==> config.mk <==
export PLATFORM = sky130hd
export DESIGN_NAME = game_sequencer
export DESIGN_NICKNAME = d
export VERILOG_FILES = /design/src/rtl/game_pkg.sv /design/src/rtl/game_sequencer_round_counter.sv /design/src/rtl/game_sequencer.sv
export SDC_FILE = /design/constraint.sdc
export NUM_CORES = 1
export LEC_CHECK = 0
export ABC_CLOCK_PERIOD_IN_PS = 4600
export CELL_PAD_IN_SITES_DETAIL_PLACEMENT = 1
export CELL_PAD_IN_SITES_GLOBAL_PLACEMENT = 1
export CORE_MARGIN = 4
export CORE_UTILIZATION = 30
export DETAILED_ROUTE_END_ITERATION = 6
export PLACE_DENSITY_LB_ADDON = 0.3
export SLEW_MARGIN = 25
export SYNTH_ARGS = -nofsm -noshare
export SYNTH_HDL_FRONTEND = slang
export SYNTH_SLANG_ARGS = --single-unit
export TNS_END_PERCENT = 20
==> constraint.sdc <==
create_clock -name i_clk -period 4.6 [get_ports i_clk]
set_input_delay 0.46 -clock i_clk [delete_from_list [all_inputs] [get_ports i_clk]]
set_output_delay 0.46 -clock i_clk [all_outputs]
set_load 0.01 [all_outputs]
==> src/rtl/game_pkg.sv <==
// Shared types and constants for the Simon game sequencer: state encoding,
// default round limits and the level-to-target mapping.
package game_pkg;

    typedef enum logic [2:0] {
        S_IDLE   = 3'd0,
        S_SHOW   = 3'd1,
        S_INPUT  = 3'd2,
        S_RESULT = 3'd3
    } game_state_t;

    localparam int DEF_ROUND_STEP = 8;
    localparam int DEF_MAX_ROUNDS = 32;

    // Rounds needed to win at a given level, never above the absolute ceiling
    function automatic int level_target(input logic [1:0] level, input int step, input int max_rounds);
        int t;
        t = step * (int'(level) + 1);
        if (t > max_rounds) begin
            return max_rounds;
        end else begin
            return t;
        end
    endfunction

endpackage

==> src/rtl/game_sequencer_round_counter.sv <==
// Round counter for one game: clears at game start, steps on each good round,
// and flags when the next step reaches the latched target.
module round_counter #(
    parameter int ROUND_W = 6
) (
    input  logic               i_clk,
    input  logic               i_rst,
    input  logic               i_clear,
    input  logic               i_inc,
    input  logic [ROUND_W-1:0] i_target,
    output logic [ROUND_W-1:0] o_count,
    output logic               o_terminal
);

    logic [ROUND_W-1:0] r_count;
    logic [ROUND_W-1:0] w_next;

    assign w_next     = r_count + ROUND_W'(1'b1);
    assign o_terminal = (w_next == i_target);
    assign o_count    = r_count;

    // Count completed rounds; the target bound keeps the count from ever passing it
    always_ff @(posedge i_clk) begin
        if (i_rst) begin
            r_count <= '0;
        end else if (i_clear) begin
            r_count <= '0;
        end else if (i_inc && (r_count < i_target)) begin
            r_count <= w_next;
        end
    end

endmodule

==> src/rtl/game_sequencer.sv <==
// Top-level Simon game sequencer: one phase enable at a time, win/lose decision.
// Optional INPUT-phase watchdog enabled by defining GAME_SEQ_WATCHDOG_EN.
module game_sequencer
    import game_pkg::*;
#(
    parameter int MAX_ROUNDS     = DEF_MAX_ROUNDS,
    parameter int TIMEOUT_CYCLES = 500_000_000,
    parameter int ROUND_STEP     = DEF_ROUND_STEP,
    localparam int ROUND_W       = $clog2(MAX_ROUNDS + 1)
) (
    input  logic               i_clk,
    input  logic               i_rst,
    input  logic [1:0]         i_level,
    input  logic               i_idle_done,
    input  logic               i_show_done,
    input  logic               i_input_done,
    input  logic               i_input_ok,
    input  logic               i_ack,
    output logic               o_idle_en,
    output logic               o_show_en,
    output logic               o_input_en,
    output logic               o_result_en,
    output logic [ROUND_W-1:0] o_round,
    output logic               o_win,
    output logic               o_lose,
    output logic [2:0]         o_state
);

    game_state_t        r_state;
    logic [ROUND_W-1:0] r_target;
    logic [ROUND_W-1:0] w_level_target;
    logic               w_clear;
    logic               w_inc;
    logic               w_terminal;
    logic               w_timeout;

    assign w_level_target = ROUND_W'(level_target(i_level, ROUND_STEP, MAX_ROUNDS));
    assign w_clear        = (r_state == S_IDLE) && i_idle_done;
    assign w_inc          = (r_state == S_INPUT) && i_input_done && i_input_ok;
    assign o_state        = r_state;

    round_counter #(.ROUND_W(ROUND_W)) u_round_counter (
        .i_clk      (i_clk),
        .i_rst      (i_rst),
        .i_clear    (w_clear),
        .i_inc      (w_inc),
        .i_target   (r_target),
        .o_count    (o_round),
        .o_terminal (w_terminal)
    );

`ifdef GAME_SEQ_WATCHDOG_EN
    localparam int WD_W = $clog2(TIMEOUT_CYCLES + 1);
    logic [WD_W-1:0] r_wd_cnt;

    assign w_timeout = (r_state == S_INPUT) && (r_wd_cnt == WD_W'(TIMEOUT_CYCLES - 1));

    // Cycles spent in INPUT; held at zero in every other state so each entry starts fresh
    always_ff @(posedge i_clk) begin
        if (i_rst) begin
            r_wd_cnt <= '0;
        end else if (r_state != S_INPUT) begin
            r_wd_cnt <= '0;
        end else begin
            r_wd_cnt <= r_wd_cnt + WD_W'(1'b1);
        end
    end
`else
    assign w_timeout = 1'b0;
`endif

    // Phase FSM; enables and result flags change on the same edge as the state
    always_ff @(posedge i_clk) begin
        if (i_rst) begin
            r_state     <= S_IDLE;
            r_target    <= ROUND_W'(level_target(2'd0, ROUND_STEP, MAX_ROUNDS));
            o_win       <= 1'b0;
            o_lose      <= 1'b0;
            o_idle_en   <= 1'b1;
            o_show_en   <= 1'b0;
            o_input_en  <= 1'b0;
            o_result_en <= 1'b0;
        end else begin
            case (r_state)
                S_IDLE: begin
                    if (i_idle_done) begin
                        r_target  <= w_level_target;
                        r_state   <= S_SHOW;
                        o_idle_en <= 1'b0;
                        o_show_en <= 1'b1;
                    end
                end
                S_SHOW: begin
                    if (i_show_done) begin
                        r_state    <= S_INPUT;
                        o_show_en  <= 1'b0;
                        o_input_en <= 1'b1;
                    end
                end
                S_INPUT: begin
                    // A real input always beats a same-cycle timeout
                    if (i_input_done) begin
                        o_input_en <= 1'b0;
                        if (!i_input_ok) begin
                            r_state     <= S_RESULT;
                            o_lose      <= 1'b1;
                            o_result_en <= 1'b1;
                        end else if (w_terminal) begin
                            r_state     <= S_RESULT;
                            o_win       <= 1'b1;
                            o_result_en <= 1'b1;
                        end else begin
                            r_state   <= S_SHOW;
                            o_show_en <= 1'b1;
                        end
                    end else if (w_timeout) begin
                        r_state     <= S_RESULT;
                        o_lose      <= 1'b1;
                        o_input_en  <= 1'b0;
                        o_result_en <= 1'b1;
                    end
                end
                S_RESULT: begin
                    if (i_ack) begin
                        r_state     <= S_IDLE;
                        o_win       <= 1'b0;
                        o_lose      <= 1'b0;
                        o_result_en <= 1'b0;
                        o_idle_en   <= 1'b1;
                    end
                end
                default: begin
                    r_state     <= S_IDLE;
                    o_win       <= 1'b0;
                    o_lose      <= 1'b0;
                    o_idle_en   <= 1'b1;
                    o_show_en   <= 1'b0;
                    o_input_en  <= 1'b0;
                    o_result_en <= 1'b0;
                end
            endcase
        end
    end

endmodule
# == Word-level counts from Yosys, hierarchy flattened ==
# Cells that the tools add are included.
# totals
input_bits,9
reg_bits,21
wordCells,78
output_inout_bits,15
# op_classes
magnitude_cmp,2
mux,31
reduce_logical,17
addsub,2
eq_ne,13
bitwise,4
# op_table
cell,count
$mux 1,17
$pmux 1 s3,5
$ne 2x2->1 const B,7
$mux 3,4
$pmux 3 s4,1
$reduce_and 4->1,3
$reduce_or 2->1,4
$add 6x1->6 const B,1
$eq 3x2->1 const B,2
$eq 6x6->1,1
$gt 6x6->1 const B,1
$lt 6x6->1,1
$mux 6,1
$reduce_and 3->1,2
$reduce_and 6->1,1
$reduce_and 5->1,1
$logic_and 1x1->1,4
$mux 2,2
$not 1->1,4
$pmux 1 s4,1
$add 2x1->3 const B,1
$eq 3x1->1 const B,1
$logic_not 3->1,1
$ne 3x2->1 const B,1
other kinds (2),2

# == Depth between registers and ports, before layout ==
# logic_depth
word_depth,6
mapped_depth,7
ltp_nobuf,7

# == Modules after synthesis ==
# Synthesis repeated with hierarchy kept, for this count alone.
# hier_totals
hier_cells,141
hier_area_um2,1251.2
# modules_own_cells
mod,n_inst,cells_each,seq_area_each_um2,area_per_inst_um2
game_sequencer,1,72,220.2,650.6
round_counter,1,69,120.1,600.6

# == Least setup slack after synthesis ==
# No wires, ideal clock.
# synth_path
kind,register to register
from,"register r_state[0], in the netlist o_state[0]"
to,"register r_state[1], in the netlist o_state[1]"
setup_time_ns,0.115
path_stages_with_launch,8
slack_ns,2.730
synth_period_minus_slack_ns,1.870
required_time_ns,4.485
path_buffers,0
arrival_time_ns,1.756
path_cell_list,dfxtp_1 > inv_1 > ha_1 > nor2b_4 > a2111oi_4 > mux2i_1 > a21oi_2 > o21a_1
# synth_between
elab_chain_cells,3
word_cells_on_any_way,10
classes_between,eq/ne: 7; mux: 1; reduce/logical: 2
# synth_rtl
item,line,source
"start, declared",game_sequencer.sv:29,game_state_t r_state;
"start signal, assigned",game_sequencer.sv:75,r_state <= S_IDLE;
"start signal, assigned",game_sequencer.sv:88,r_state <= S_SHOW;
"start signal, assigned",game_sequencer.sv:95,r_state <= S_INPUT;
$eq 3x2->1 (tied with other cells),game_sequencer.sv:84,case (r_state)
$ne 2x2->1 (no source line),n/a,
$reduce_and 4->1 (no source line),n/a,
# Several ways; a longest one is shown, not always the timed one.
# A chain may end at the register's enable or synchronous reset.

# == Final worst setup path ==
# layout_path
from,"register r_state[0], in the netlist o_state[0]"
to,register o_win
# layout_between
elab_chain_cells,4
word_cells_on_any_way,12
classes_between,eq/ne: 7; mux: 1; bitwise: 1; reduce/logical: 3
# layout_rtl
item,line,source
$eq 3x1->1 / $logic_not 3->1 (equally long branches),game_sequencer.sv:84,
$reduce_or 2->1 (no source line),n/a,
$not 1->1 (no source line),n/a,
$reduce_and 5->1 (no source line),n/a,
"end signal, assigned",game_sequencer.sv:77,o_win <= 1'b0;
"end signal, assigned",game_sequencer.sv:110,o_win <= 1'b1;
"end signal, assigned",game_sequencer.sv:126,o_win <= 1'b0;
"end, declared",game_sequencer.sv:24,"output logic o_win,"
# Several ways; a longest one is shown, not always the timed one.

==> results.sh <==
export IMPL_layout_area_overhead_vs_synth_pct=28.2
export IMPL_timing_rr_start="o_state[0]"
export IMPL_firstDrtPassIters=4
export IMPL_via_per_inst=4.83
export IMPL_numCtsBuffers=3
export IMPL_ys_types=36
export IMPL_start_kind="flop"
export IMPL_antenna_found_initial=0
export IMPL_syn_num_nets=135
export IMPL_yosys_top_cells_area="dfxtp_1, ha_1, xor2_1, mux2i_1, nor2_1"
export IMPL_dp_hpwl_um=2000
export IMPL_clock_latency_ns=0.29
export IMPL_setup_tns_ns=0
export IMPL_die_area_mm2=0.00447
export IMPL_synth_seq_area_share=0.328
export IMPL_synth_ff_type="dfxtp_1"
export IMPL_ir_drop_mv=0.217
export IMPL_core_area_mm2=0.00334
export IMPL_die_y_um=66.8
export IMPL_fin_crit_sh=0.448
export IMPL_clock_fmax_mhz=485
export IMPL_die_x_um=66.8
export IMPL_grt_ovfl_total=0
export IMPL_setup_viol=0
export IMPL_clk_path_buf_depth=2
export IMPL_critical_path_top_delay_family="simple AND/OR/NAND/NOR gates"
export IMPL_synth_most_common_cell="dfxtp_1"
export IMPL_rsz0062_at_grt="false"
export IMPL_grt_pass1_wl_um=4330
export IMPL_cap_violations=0
export IMPL_synth_async_reset_ratio=0
export IMPL_crit_required_ns=4.80
export IMPL_finClkSkew_ns=0.00431
export IMPL_finalHoldViolCount=0
export IMPL_drt_iter0_markers=25
export IMPL_crit_type="reg -> reg"
export IMPL_crit_fanout=6
export IMPL_leakage_uw=0.000530
export IMPL_cts_tree="built"
export IMPL_multi_input_area_um2=652
export IMPL_synth_top_area_cell="dfxtp_1"
export IMPL_nets=160
export IMPL_layout_drive_gt1_share=0.0780
export IMPL_maxSlewViolCount=0
export IMPL_cp_arrival_ns=2.26
export IMPL_hold_ws_ns=0.473
export IMPL_path_cells="inv_1 -> ha_1 -> and2b_1 -> nor4_2 -> a21oi_1 -> and3_1 -> a22o_1"
export IMPL_avgRoutedWirePerCell_um=13.2
export IMPL_status="complete, no violations"
export IMPL_final_antenna_net_count=0
export IMPL_grt_util_all_layers=0.127
export IMPL_min_from="o_input_en"
export IMPL_crit_start="o_state[0]"
export IMPL_synth_top_area_frac=0.328
export IMPL_synth_cells=117
export IMPL_grt_pass1_vias=955
export IMPL_finalWeightedCongestion=0.765
export IMPL_p_per_area_mw_per_mm2=431
export IMPL_ys_ff_latch=17
export IMPL_post_cts_buffers=0
export IMPL_synth_common_cells="dfxtp_1, nor2_1, ha_1, inv_1"
export IMPL_clk_pin_slew_ns=0.11
export IMPL_cts_sinks=17
export IMPL_drt_total_wl_um=2470
export IMPL_syn_area_per_cell_um2=8.88
export IMPL_endpoint_kind="flop"
export IMPL_post_route_min_period_ns=2.06
export IMPL_yosys_warnings=0
export IMPL_drc=0
export IMPL_initial_utilization=0.311
export IMPL_io_buffers=22
export IMPL_vias=903
export IMPL_root_buffer="clkbuf_4"
export IMPL_fillers=426
export IMPL_regArea_um2=340
export IMPL_syn_area_mm2=0.00104
export IMPL_hp_class="reg -> reg"
export IMPL_rows=21
export IMPL_antenna_diode_count=0
export IMPL_hold_buffers=0
export IMPL_grt_max_degree=11
export IMPL_critPathMaxStageDelay_ns=0.42
export IMPL_cts_max_level=1
export IMPL_critical_path_slowest_cell="dfxtp_1"
export IMPL_postCtsResizedCells=0
export IMPL_synth_edf_count=0
export IMPL_ioPinCount=24
export IMPL_critPathBufInv=1
==> report_power, final <==
| group | switching (µW) | internal, µW |
|---|---|---|
| sequential | 24.7 | 175 |
| combinational | 147 | 144 |
| clock | 50.9 | 32.4 |
| total | 222 | 351 |
==> cells in the final DEF (no fill, tap or decap), types with 2 or more instances in the layout <==
cell,instances
nand2_1,7
clkbuf_4,3
a21oi_1,6
inv_1,9
dfxtp_1,17
and3_1,3
nand2b_1,3
nor2b_1,3
o21a_1,2
a21oi_2,2
nor2_1,10
nor3_1,3
a211o_1,3
o211ai_1,3
mux2i_1,4
xor2_1,5
ha_1,9
clkdlybuf4s50_1,22
xnor2_1,3
nand3_1,7
==> tightest hold or removal path: stages (launching register included) <==
cell and delay (ns):
dfxtp_1 0.33, nand2_1 0.05, a21oi_1 0.06
==> final cells by class <==
| class | count | area share |
|---|---|---|
| well taps | 46 | 0.0432 |
| inverters | 9 | 0.0254 |
| repair buffers | 22 | 0.165 |
| multi-input cells | 89 | 0.490 |
| clock buffers | 3 | 0.0169 |
| flip-flops and latches | 17 | 0.256 |
| clock inverters | 1 | 0.00376 |
==> kinds of logic (layout without fill, tap and decap cells) <==
group / count (synthesis) / count (layout) / synth area share
other: 1 / 1 / 0.00361
AOI/OAI and AO/OA: 24 / 24 / 0.186
adders and majority gates: 9 / 9 / 0.108
muxes: 4 / 4 / 0.0386
and+or+nand+nor: 43 / 43 / 0.224
xor gates and xnor gates: 8 / 8 / 0.0675
buffers and inverters: 11 / 35 / 0.0446
DFF: 17 / 17 / 0.328
==> state kept, by name, summed over array words and instances (netlist names) <==
register,flops
o_idle_en,1
o_input_en,1
o_lose,1
o_result_en,1
o_show_en,1
o_state,2
o_win,1
r_target,3
u_round_counter.o_count,6
==> per-layer routing <==
layer / GRT usage / routed length (µm)
met5: 0 / 0
met4: 0.0381 / 16
met3: 0.0371 / 76
met2: 0.222 / 1260
met1: 0.148 / 1120
==> path summary, 6_finish.rpt <==
| path | to | slack, ns | cells past startpoint |
|---|---|---|---|
| setup / recovery | o_win | 2.54 | 7 |
| hold / removal | o_input_en | 0.47 | 2 |
| setup reg to reg | o_win | 2.54 | 7 |
| hold reg to reg | o_input_en | 0.47 | 2 |
==> through the flow <==
step            util  area [µm²]  setup WS, ns  cells  power (µW)
6_report       0.399        1330          2.54    187         574
4_1_cts        0.399        1330          2.53    187         584
2_1_floorplan      -        1040          2.73    117         402
3_5_place_dp   0.391        1300          2.36    183         498
5_1_grt        0.399        1330          2.45    187         623
3_3_place_gp   0.391        1300          2.41    183         487
Note: power is estimated with default switching activity, not from simulation.
==> patch 1 (config.mk and constraints unchanged) <==
`DEF_MAX_ROUNDS`: 32 -> 64.
--- a/src/rtl/game_pkg.sv
+++ b/src/rtl/game_pkg.sv
@@ -12,3 +12,3 @@
     localparam int DEF_ROUND_STEP = 8;
-    localparam int DEF_MAX_ROUNDS = 32;
+    localparam int DEF_MAX_ROUNDS = 64;
 
Ports: changed (resized o_round); port bits go from 24 to 25. The function was not compared with the original's and may differ.
==> patch 1 against the unedited design <==
Cell area increased by 3.1%; first-iteration DRC count increased by 36%; synthesized cell count grew 12%; global-route usage is 1.9 points higher; setup slack lost 0.033 ns; routed wire length rose by 15%; power decreased by 1.0%; synthesized area is 4.8% higher; sequential cell count increased by 1; critical endpoint is now u_round_counter.o_count[4]; largest cell class unchanged; highest routed layer unchanged.
==> patch 1: results (changes against the unedited design) <==
| Metric | Value |
|---|---|
| Final Skew | 0.000601 ns (was 0.00431 ns) |
| Global-route wire length before repair | 5160 um (was 4330 um) |
| Critical path arrival | 2.33 ns (was 2.26 ns) |
| Fraction of synthesized area in multiplexers | 0.920% (was 3.86%) |
| Port bufs | 23 (was 22) |
| Vias in the first global route | 1077 (was 955) |
| Seq/Total Area, Yosys | 33.1% (was 32.8%) |
| Switch Pwr | 0.000227 W (was 0.000222 W) |
| Drt first pass iters | 4 (unchanged) |
| CTS resizes | 0 (unchanged) |
| Status | finished, final reports clean (unchanged) |
| Wire length on met3 | 128 um (was 76 um) |
| Overall Global Routing Usage | 14.6% (was 12.7%) |
| Largest register FFs | 7 (was 6) |
| Synth Area in Compound Gates | 17.1% (was 18.6%) |
| Dpl hpwl | 2250 um (was 2000 um) |
| Worst-path clk slew | 0.11 ns (about the same) |
| Fillers | 439 (was 426) |
| Largest net degree at the start of global routing | 13 (was 11) |
| Xor-xnor portion of the synthesized cell area | 5.63% (was 6.75%) |
| DP Area | 1350 um2 (was 1300 um2) |
| Total Nets Final | 172 (was 160) |
| Most common library cells after synthesis | 18 x dfxtp_1, 11 x nor2_1, 11 x nor3_1 (was 17 x dfxtp_1, 10 x nor2_1, 9 x ha_1, 9 x inv_1) |
| Syn_nets | 148 (was 135) |
| Adder-cell share of the synthesized area | 9.20% (was 10.8%) |
| Count of different cell masters after synthesis | 39 (was 36) |
| Dpl ws | 2.33 ns (was 2.36 ns) |
| Final worst path period need | 2.09 ns (was 2.06 ns) |
| Share of cells above drive strength 1 | 6.54% (was 7.80%) |
| Met2 GRT Util | 22.6% (was 22.2%) |
| Static Leak | 0.503 nW (was 0.530 nW) |
| Post-route met1 wirelength | 1370 um (was 1120 um) |
| Met3 Use GR | 2.96% (was 3.71%) |
| Routed wire per std cell | 14.3 um (was 13.2 um) |
| Max_cap viols | 0 (unchanged) |
| Synth area leaders | dfxtp_1 33%, ha_1 9.2%, nor3_1 5.1% (was dfxtp_1 33%, ha_1 11%, xor2_1 4.2%) |
| Iter 0 DRT Violations | 34 (was 25) |
| Root Buffer | clkbuf_4 (unchanged) |
| Longest Clk Path Bufs | 2 (unchanged) |
| CP Max Fanout | 7 (was 6) |
| Critical path's slowest cell | or4_1 (was dfxtp_1) |
| M1 GR Usage | 19.9% (was 14.8%) |
| Relative slew slack | 60.0% |
| Slowest stage delay, CP | 0.48 ns (was 0.42 ns) |
| Routability cong. | 0.827 (was 0.765) |
| Met2 routed WL | 1310 um (was 1260 um) |
| Maximum VDD drop | 0.199 mV (was 0.217 mV) |
| Highest metal used | met4 (unchanged) |
| Vias | 1028 (was 903) |
## patch 1: changes by cell type after synthesis, sizes merged, moves of 2 or more
cell | before | now
nor3 | 3 | 11
nand2 | 7 | 11
mux2i | 4 | 1
a211oi | 0 | 2
and3 | 3 | 1
clkbuf | 0 | 2
nor4 | 1 | 3
o31ai | 0 | 2
## patch 1: final cells by class
class,instances,area (um2),share of cell area (%)
flip-flops and latches,18,360,26.3
multi-input cells,101,672,49.0
repair buffers,23,230,16.8
well taps,46,57.6,4.19
inverters,8,30.0,2.19
clock buffers,3,22.5,1.64
## patch 1: final timing paths
kind	start	end	slack, ns	cells past startpoint
max	o_state[0]	u_round_counter.o_count[4]	2.51	7
min	o_idle_en	o_idle_en	0.48	1
max reg2reg	o_state[0]	u_round_counter.o_count[4]	2.51	7
min reg2reg	o_idle_en	o_idle_en	0.48	1
## patch 1: cells by family (layout without fill, tap and decap cells)
| family | after synthesis | after routing |
|---|---|---|
| AO/OA/AOI/OAI | 27 | 27 |
| AND/OR/NAND/NOR | 57 | 57 |
| other | 1 | 1 |
| buffers and inverters | 12 | 34 |
| multiplexers | 1 | 1 |
| XOR/XNOR | 7 | 7 |
| adder cells (fa/ha/maj) | 8 | 8 |
| flip-flops | 18 | 18 |
## patch 1: stage by stage
stage,instances,power [W]
floorplan,131,0.000394
global placement,196,0.000479
detailed placement,196,0.000489
CTS,199,0.000574
global route,199,0.000622
finish,199,0.000568
## patch 1: power by group through the flow
stage          combinational, W  sequential, W   clock, W
2_1_floorplan          0.000176       0.000218          0
6_report               0.000277       0.000209  0.0000816
4_1_cts                0.000279       0.000209  0.0000856
3_5_place_dp           0.000277       0.000212          0
5_1_grt                0.000315       0.000215  0.0000917
3_3_place_gp           0.000267       0.000212          0
==> patch 2 (same flow settings) <==
Made on the original files. Add a define of `GAME_SEQ_WATCHDOG_EN`.
--- a/src/rtl/game_sequencer.sv
+++ b/src/rtl/game_sequencer.sv
@@ -2,2 +2,4 @@
 // Optional INPUT-phase watchdog enabled by defining GAME_SEQ_WATCHDOG_EN.
+`define GAME_SEQ_WATCHDOG_EN
+
 module game_sequencer
Behaviour: same outputs for any inputs over 10 cycles, from zero or initial values and one cycle with i_rst high; that may be too few to reach the edited logic, so the function may still have changed.
==> patch 2 against the unedited design <==
Routed wire length rose by 110%; cell area rose by 100%; sequential cell count rose by 29; worst hold slack got worse by 0.019 ns; combinational power rose by 13%; power rose by 83%; synthesized area rose by 130%; setup slack got worse by 0.075 ns; highest routed layer unchanged.
==> patch 2: results (changes against the unedited design) <==
| Metric | Value |
|---|---|
| Status | finished, final reports clean (unchanged) |
| Switch Pwr | 0.000345 W (was 0.000222 W) |
| Slowest stage delay, CP | 0.52 ns (was 0.42 ns) |
| Iter 0 DRT Violations | 43 (was 25) |
| Static Leak | 0.899 nW (was 0.530 nW) |
| Wire length on met3 | 201 um (was 76 um) |
| Post-Syn Area per Cell | 8.70 um2 (was 8.88 um2) |
| Clk cell area share | 3.35% (was 2.07%) |
| Dpl hpwl | 3850 um (was 2000 um) |
| Core region area | 7410 um2 (was 3340 um2) |
| Met2 GRT Util | 20.6% (was 22.2%) |
| Vias in the first global route | 2008 (was 955) |
| Overall Global Routing Usage | 12.3% (was 12.7%) |
| Global-route wire length before repair | 9070 um (was 4330 um) |
| Yosys reg bits | 46 (was 17) |
| Post-route met1 wirelength | 2490 um (was 1120 um) |
| Mean number of vias per cell | 4.96 (was 4.83) |
| Total Nets Final | 306 (was 160) |
| Hold_ws | 0.454 ns (was 0.473 ns) |
| DP Area | 2630 um2 (was 1300 um2) |
| Met3 Use GR | 3.05% (was 3.71%) |
| Final worst path period need | 2.14 ns (was 2.06 ns) |
| Root Buffer | clkbuf_8 (was clkbuf_4) |
| Synth area leaders | dfxtp_1 39%, xnor2_1 7.1%, nor2_1 6.1% (was dfxtp_1 33%, ha_1 11%, xor2_1 4.2%) |
| Dpl ws | 2.12 ns (was 2.36 ns) |
| Seq/Total Area, Yosys | 39.3% (was 32.8%) |
| Area of the multi-input gates | 1330 um2 (was 652 um2) |
| Final Instance Count excl. Fillers | 388 (was 187) |
| Inserted Clock Buffers | 5 (was 3) |
| M1 GR Usage | 15.0% (was 14.8%) |
| # H-tree levels | 2 (was 1) |
| Multi-input combinational area share | 48.6% (was 49.0%) |
| Placed Cells | 380 (was 183) |
| Critical path's slowest cell | nor3b_1 (was dfxtp_1) |
| Count of different cell masters after synthesis | 46 (was 36) |
| Largest register FFs | 29 (was 6) |
| Detailed Route WL | 5190 um (was 2470 um) |
| CP startpoint | o_state[1] (was o_state[0]) |
[patch 2: kinds of logic after synthesis]
group	share of synthesized area, %
XOR/XNOR	12.3
AO/OA/AOI/OAI	10.5
other	0.160
multiplexers	0.909
flip-flops	39.3
AND/OR/NAND/NOR	27.7
adder cells (fa/ha/maj)	4.81
buffers and inverters	4.17
[patch 2: power groups by stage]
stage               Sequential, W  Clock, W  Combinational [W]
finish                   0.000468  0.000252           0.000329
global route             0.000475  0.000280           0.000370
global placement         0.000477         0           0.000328
floorplan                0.000483         0           0.000205
CTS                      0.000468  0.000266           0.000332
detailed placement       0.000477         0           0.000330
[patch 2: final timing paths]
check	end	cells after the start
worst max-delay path	u_round_counter.o_count[1]	5
worst max register to register	u_round_counter.o_count[1]	5
worst min register to register	r_wd_cnt[0]	1
worst min-delay path	r_wd_cnt[0]	1
[patch 2: worst register-to-register path: stages, from the launching register on]
cell and delay (ns):
dfxtp_1 0.51, ha_1 0.43, nor3b_1 0.52, o21ai_0 0.30, mux2i_1 0.21, nor2_1 0.06
